## src/rtl/pipe_hazard_ctrl_pkg.sv

```systemverilog
// Shared types for the pipeline hazard controller: sequencer state encoding
// and the register-index width.
package pipe_ctrl_pkg;

   localparam int REG_W = 5;

   typedef enum logic [1:0] {
      RUN      = 2'd0,
      MEM_WAIT = 2'd1,
      ERROR    = 2'd2
   } state_e;

endpackage

```

## src/rtl/pipe_hazard_ctrl_hazard_detect.sv

```systemverilog
// Purely combinational decode-stage hazard detection: load-use and
// branch-operand dependencies. Register $0 never matches.
module hazard_detect
   import pipe_ctrl_pkg::*;
(
   input  logic [REG_W-1:0] rs_d_i,
   input  logic [REG_W-1:0] rt_d_i,
   input  logic             branch_d_i,
   input  logic             reg_write_e_i,
   input  logic             mem_to_reg_e_i,
   input  logic [REG_W-1:0] write_reg_e_i,
   input  logic             mem_to_reg_m_i,
   input  logic [REG_W-1:0] write_reg_m_i,
   output logic             lwstall_o,
   output logic             brstall_o
);

   function automatic logic src_match(input logic [REG_W-1:0] dst,
                                      input logic [REG_W-1:0] rs,
                                      input logic [REG_W-1:0] rt);
      return (dst != '0) && ((dst == rs) || (dst == rt));
   endfunction

   logic e_hit;
   logic m_hit;

   assign e_hit = src_match(write_reg_e_i, rs_d_i, rt_d_i);
   assign m_hit = src_match(write_reg_m_i, rs_d_i, rt_d_i);

   assign lwstall_o = mem_to_reg_e_i & reg_write_e_i & e_hit;
   // A branch resolves in decode, so it must wait on any ALU result still in
   // EX as well as on a load still in MEM.
   assign brstall_o = branch_d_i & ((reg_write_e_i & e_hit) | (mem_to_reg_m_i & m_hit));

endmodule

```

## src/rtl/pipe_hazard_ctrl.sv

```systemverilog
// Stall/flush sequencer and data-memory handshake for the 5-stage pipeline.
// Optional performance counters are built when HAZARD_PERF_CNT_EN is defined.
module pipe_hazard_ctrl
   import pipe_ctrl_pkg::*;
#(
   parameter int unsigned TIMEOUT = 255
) (
   input  logic             CLK,
   input  logic             RSTn,
   input  logic [REG_W-1:0] RsD,
   input  logic [REG_W-1:0] RtD,
   input  logic             BranchD,
   input  logic             JumpD,
   input  logic             PCSrcD,
   input  logic             RegWriteE,
   input  logic             MemtoRegE,
   input  logic [REG_W-1:0] WriteRegE,
   input  logic             RegWriteM,
   input  logic             MemtoRegM,
   input  logic             MemWriteM,
   input  logic [REG_W-1:0] WriteRegM,
   input  logic             DMemReady,
   output logic             StallF,
   output logic             StallD,
   output logic             StallE,
   output logic             StallM,
   output logic             FlushD,
   output logic             FlushE,
   output logic             DMemReq,
   output logic             DMemErr,
   output logic [31:0]      StallCnt,
   output logic [31:0]      FlushCnt
);

   localparam logic [8:0] WAIT_LAST = 9'(TIMEOUT - 1);

   state_e     state_q;
   logic [8:0] wait_cnt_q;
   logic       dmem_err_q;

   logic memop_m;
   logic memstall;
   logic lwstall;
   logic brstall;
   logic reg_write_m_unused;

   assign memop_m            = MemtoRegM | MemWriteM;
   assign reg_write_m_unused = RegWriteM;

   hazard_detect u_hazard_detect (
      .rs_d_i         (RsD),
      .rt_d_i         (RtD),
      .branch_d_i     (BranchD),
      .reg_write_e_i  (RegWriteE),
      .mem_to_reg_e_i (MemtoRegE),
      .write_reg_e_i  (WriteRegE),
      .mem_to_reg_m_i (MemtoRegM),
      .write_reg_m_i  (WriteRegM),
      .lwstall_o      (lwstall),
      .brstall_o      (brstall)
   );

   always_ff @(posedge CLK or negedge RSTn) begin
      if (!RSTn) begin
         state_q    <= RUN;
         wait_cnt_q <= '0;
         dmem_err_q <= 1'b0;
      end else begin
         case (state_q)
            RUN: begin
               if (memop_m && !DMemReady) begin
                  state_q    <= MEM_WAIT;
                  wait_cnt_q <= '0;
               end
            end
            MEM_WAIT: begin
               if (DMemReady) begin
                  state_q <= RUN;
               end else begin
                  wait_cnt_q <= wait_cnt_q + 9'd1;
                  if (wait_cnt_q == WAIT_LAST) begin
                     state_q    <= ERROR;
                     dmem_err_q <= 1'b1;
                  end
               end
            end
            default: begin
               state_q    <= ERROR;
               dmem_err_q <= 1'b1;
            end
         endcase
      end
   end

   // Handshake outputs are qualified by RSTn so an abandoned access drops
   // its request the moment reset asserts, not at the next edge.
   always_comb begin
      memstall = 1'b0;
      DMemReq  = 1'b0;
      case (state_q)
         RUN: begin
            DMemReq  = memop_m;
            memstall = memop_m & ~DMemReady;
         end
         MEM_WAIT: begin
            DMemReq  = 1'b1;
            memstall = ~DMemReady;
         end
         default: begin
            DMemReq  = 1'b0;
            memstall = 1'b1;
         end
      endcase
      DMemReq  = DMemReq & RSTn;
      memstall = memstall & RSTn;
   end

   always_comb begin
      StallF = 1'b0;
      StallD = 1'b0;
      StallE = 1'b0;
      StallM = 1'b0;
      FlushD = 1'b0;
      FlushE = 1'b0;
      if (memstall) begin
         StallF = 1'b1;
         StallD = 1'b1;
         StallE = 1'b1;
         StallM = 1'b1;
      end else if (lwstall || brstall) begin
         StallF = 1'b1;
         StallD = 1'b1;
         FlushE = 1'b1;
      end else begin
         FlushD = PCSrcD | JumpD;
      end
   end

   assign DMemErr = dmem_err_q;

`ifdef HAZARD_PERF_CNT_EN
   logic [31:0] stall_cnt_q, stall_cnt_d;
   logic [31:0] flush_cnt_q, flush_cnt_d;

   assign stall_cnt_d = stall_cnt_q + {31'd0, StallF};
   assign flush_cnt_d = flush_cnt_q + {31'd0, (FlushD | FlushE)};

   always_ff @(posedge CLK or negedge RSTn) begin
      if (!RSTn) begin
         stall_cnt_q <= '0;
         flush_cnt_q <= '0;
      end else begin
         stall_cnt_q <= stall_cnt_d;
         flush_cnt_q <= flush_cnt_d;
      end
   end

   assign StallCnt = stall_cnt_q;
   assign FlushCnt = flush_cnt_q;
`else
   assign StallCnt = '0;
   assign FlushCnt = '0;
`endif

endmodule

```

## config.mk

```make
export PLATFORM = sky130hd
export DESIGN_NAME = pipe_hazard_ctrl
export DESIGN_NICKNAME = d
export VERILOG_FILES = /design/src/rtl/pipe_hazard_ctrl_pkg.sv /design/src/rtl/pipe_hazard_ctrl_hazard_detect.sv /design/src/rtl/pipe_hazard_ctrl.sv
export SDC_FILE = /design/constraint.sdc
export NUM_CORES = 1
export LEC_CHECK = 0
export CORE_ASPECT_RATIO = 1.1
export CORE_MARGIN = 3
export CORE_UTILIZATION = 35
export DETAILED_ROUTE_END_ITERATION = 8
export PLACE_DENSITY = 0.79
export SLEW_MARGIN = 30
export SYNTH_ARGS = -nofsm -noshare
export SYNTH_HDL_FRONTEND = slang
export SYNTH_SLANG_ARGS = --single-unit
```

## constraint.sdc

```tcl
create_clock -name CLK -period 2.3 [get_ports CLK]
set_input_delay 0.575 -clock CLK [delete_from_list [all_inputs] [get_ports CLK]]
set_output_delay 0.575 -clock CLK [all_outputs]
set_load 0.02 [all_outputs]
```

==> impl_results.md <==
- RSZ-0062 raised after global routing: true
- F_max: 0.413 GHz
- Post-synth top area share: 35.4%
- Detail-routed via count per cell: 4.01
- Clock tree from TritonCTS: done
- Share of final-layout standard cells stronger than drive strength 1: 18.2%
- Unique cell type count in the Yosys netlist: 33
- Max Cap Viol: 0
- Number of iterations in the first detailed-routing pass: 4
- I/O pin cnt: 103
- Final HPWL from detailed placement: 2.51 mm
- VDD IR max: 404 µV
- Classification of the worst setup path: primary input to output pin
- Number of clock buffers inserted by TritonCTS: 3
- Num Clock Sinks: 12
- Leading cell types by total area after synthesis: buf_4, dfrtp_1, xnor2_1
- Diodes inserted: 0
- Worst-case setup margin in the final layout: -123 ps
- Critical Path Max Stage Delay: 360 ps
- CP cell instances: buf_6 > or3_1 > o311a_1 > a22oi_2 > nor3b_2 > buf_4
- Mapped cell area: 0.00140 mm²
- Routed WL per cell: 11.0 µm
- Failing checks: negative setup slack
- Final setup viols: 4
- Global Route Usage Sum: 11.9%
- Max FO, Critical Path: 3
- Post-synthesis average cell area: 8.49 µm²
- Cell Pwr Density: 424 mW/mm²
- Residual DRC count: 0
- Largest area contributor in the netlist: buf_4
- Number of global-route vias before repair: 1,000
- Sequential cell area fraction in the yosys report: 21.4%
- Post-synthesis cell count: 165
- Classification of the worst-slack hold path: primary input to async pin
- Starting density of the core: 37.5%
- Initial antenna violation count: 0
- Crit path buf inv count: 2
- Outcome: finished, violations left
- Drt initial violations: 34
- Worst hold margin: 457 ps
- Width of the chip: 66.3 µm
- Root Buffer Master: clkbuf_8
- Post-Route WL: 2.97 mm
- Worst Skew: 2.12 ps
- Post-layout minimum cycle time: 2420 ps
- Final net count: 254
- Required time reported for the critical path endpoint: 1730 ps
- Number of pins exceeding their max-slew limit in the final report: 0
- Final Non-Filler Cells: 270
- Startpoint type of the worst setup path: primary input
- Global-route wire length before repair: 4.45 mm
- RD Place Congestion: 0.827
- Count of port buffers added during placement: 37
- Flops & latches, synth: 12
- Row cnt: 23
- DP Cell Count: 265
- Vertical extent of the die: 72.4 µm
- Hold Violations, Final: 0
- Utilization after layout: 46.6%
- Pin count of the biggest net entering global routing: 9
- Total grt overflow: 0
- H-tree level count: 1
- Kind of cell with the highest combined delay on the critical path: simple AND/OR/NAND/NOR gates
- Deepest clock path buffer count: 2
- Slowest cell on the critical path: or3_1
- Critical path capture point type: output pin
- Area of the core: 0.00374 mm²
- Area growth from synthesis to final layout: 24.5%
- Share of the clock period used by the worst path: 105%
- Die footprint: 0.00480 mm²
- Count of warnings emitted by yosys: 0
- Quantity of hold-fixing buffers added after cts: 0
- Via count: 1,084
- Cell leakage power: 0.871 nW
- Clock Pin Slew Worst Setup and Hold Paths: 50 ps
- Source-to-sink clock delay at the later pin of the worst-skew pair: 240 ps
- Detail Route Antenna Nets: 0
- Arrival time at the worst endpoint: 1850 ps
-- report_power, final --
| group | internal [W] | switching (W) | total (W) |
|---|---|---|---|
| Sequential | 0.000218 | 0.00000932 | 0.000227 |
| Clock | 0.000151 | 0.0000738 | 0.000225 |
| Combinational | 0.000105 | 0.000183 | 0.000288 |
-- worst paths after layout --
check | startpoint | end | slack (ps) | cells past startpoint
setup reg to reg | wait_cnt_q[2]$_DFFE_PN0P_ | DMemErr$_DFFE_PN0P_ | 880 | 5
min in group CLK | DMemErr$_DFFE_PN0P_ | DMemErr$_DFFE_PN0P_ | 470 | 1
max in group asynchronous | RSTn | wait_cnt_q[6]$_DFFE_PN0P_ | 1730 | 2
hold reg to reg | DMemErr$_DFFE_PN0P_ | DMemErr$_DFFE_PN0P_ | 470 | 1
setup / recovery | WriteRegM[3] | FlushD | -120 | 6
hold / removal | RSTn | wait_cnt_q[0]$_DFFE_PN0P_ | 460 | 2
-- cells in the mapped netlist (all sizes together) --
master	instances
a21oi	2
a22oi	1
and2	2
and3	1
and4	1
buf	66
conb	1
dfrtp	12
ha	2
inv	1
mux2i	1
nand2	7
nand2b	1
nand3	8
nand4	3
nand4b	1
nor2	12
nor3	3
nor3b	2
o21a	1
o21ai	3
o21bai	1
o22ai	3
o311a	1
or2	1
or3	2
xnor2	20
xor2	6
-- logic make-up after synthesis --
family | count (synthesis) | synth area share, %
adder cells (fa/ha/maj) | 2 | 1.79
multiplexers | 1 | 0.714
flip-flops | 12 | 21.4
buffers and inverters | 67 | 35.6
XOR/XNOR | 26 | 16.3
AND/OR/NAND/NOR | 44 | 17.3
AO/OA/AOI/OAI | 12 | 6.61
other | 1 | 0.268
-- layer usage --
metal / share of wire, % / vias to the layer above / track usage, %
met4: 2.3 / 0 / 4.74
met2: 51 / 70 / 20.6
li1: - / 521 / -
met1: 35 / 487 / 13.7
met3: 12 / 6 / 3.25
met5: 0 / - / 0
-- worst register-to-register path, cell delays in order, from the launching register on --
cell      delay (ps)
dfrtp_1          420
and4_1           250
and3_1           200
nand4b_1         130
o21bai_1          90
or2_1            220
-- final cells by class --
| cell class | count | area [µm²] |
|---|---|---|
| Tap cell | 50 | 62.6 |
| Multi-Input combinational cell | 149 | 867 |
| Timing Repair Buffer | 54 | 455 |
| Fill cell | 385 | 2000 |
| Inverter | 1 | 3.75 |
| Sequential cell | 12 | 300 |
| Clock buffer | 4 | 55.1 |
-- layout by cell type, fill, tap and decap left out, types with 4 or more instances in the layout --
cell,n
dfrtp_1,12
nor2_1,12
dlygate4sd2_1,22
xor2_1,6
clkbuf_8,4
xnor2_1,19
nand3_1,8
nand2_1,7
clkdlybuf4s50_1,6
buf_4,19
conb_1,64
buf_6,4
-- sequential cells by signal (all words and copies together) (netlist names) --
name        cells
wait_cnt_q      9
DMemErr         1
state_q         2
-- repair_timing --
item	4_1_cts	5_1_grt
gates resized for setup	68	4
pin swaps	7	5
setup endpoints to repair	7	4
buffers inserted	0	1
-- through the flow --
stage | TNS (ps) | cell area, µm² | total power (W) | worst slack, ps
6_report | -225 | 1740 | 0.000740 | -123
3_3_place_gp | -4800 | 1700 | 0.000521 | -953
4_1_cts | -407 | 1720 | 0.000735 | -178
3_5_place_dp | -4790 | 1700 | 0.000524 | -959
2_1_floorplan | -74.7 | 1640 | 0.000491 | -45.4
5_1_grt | -521 | 1740 | 0.000783 | -204
(Power assumes the default switching activity.)
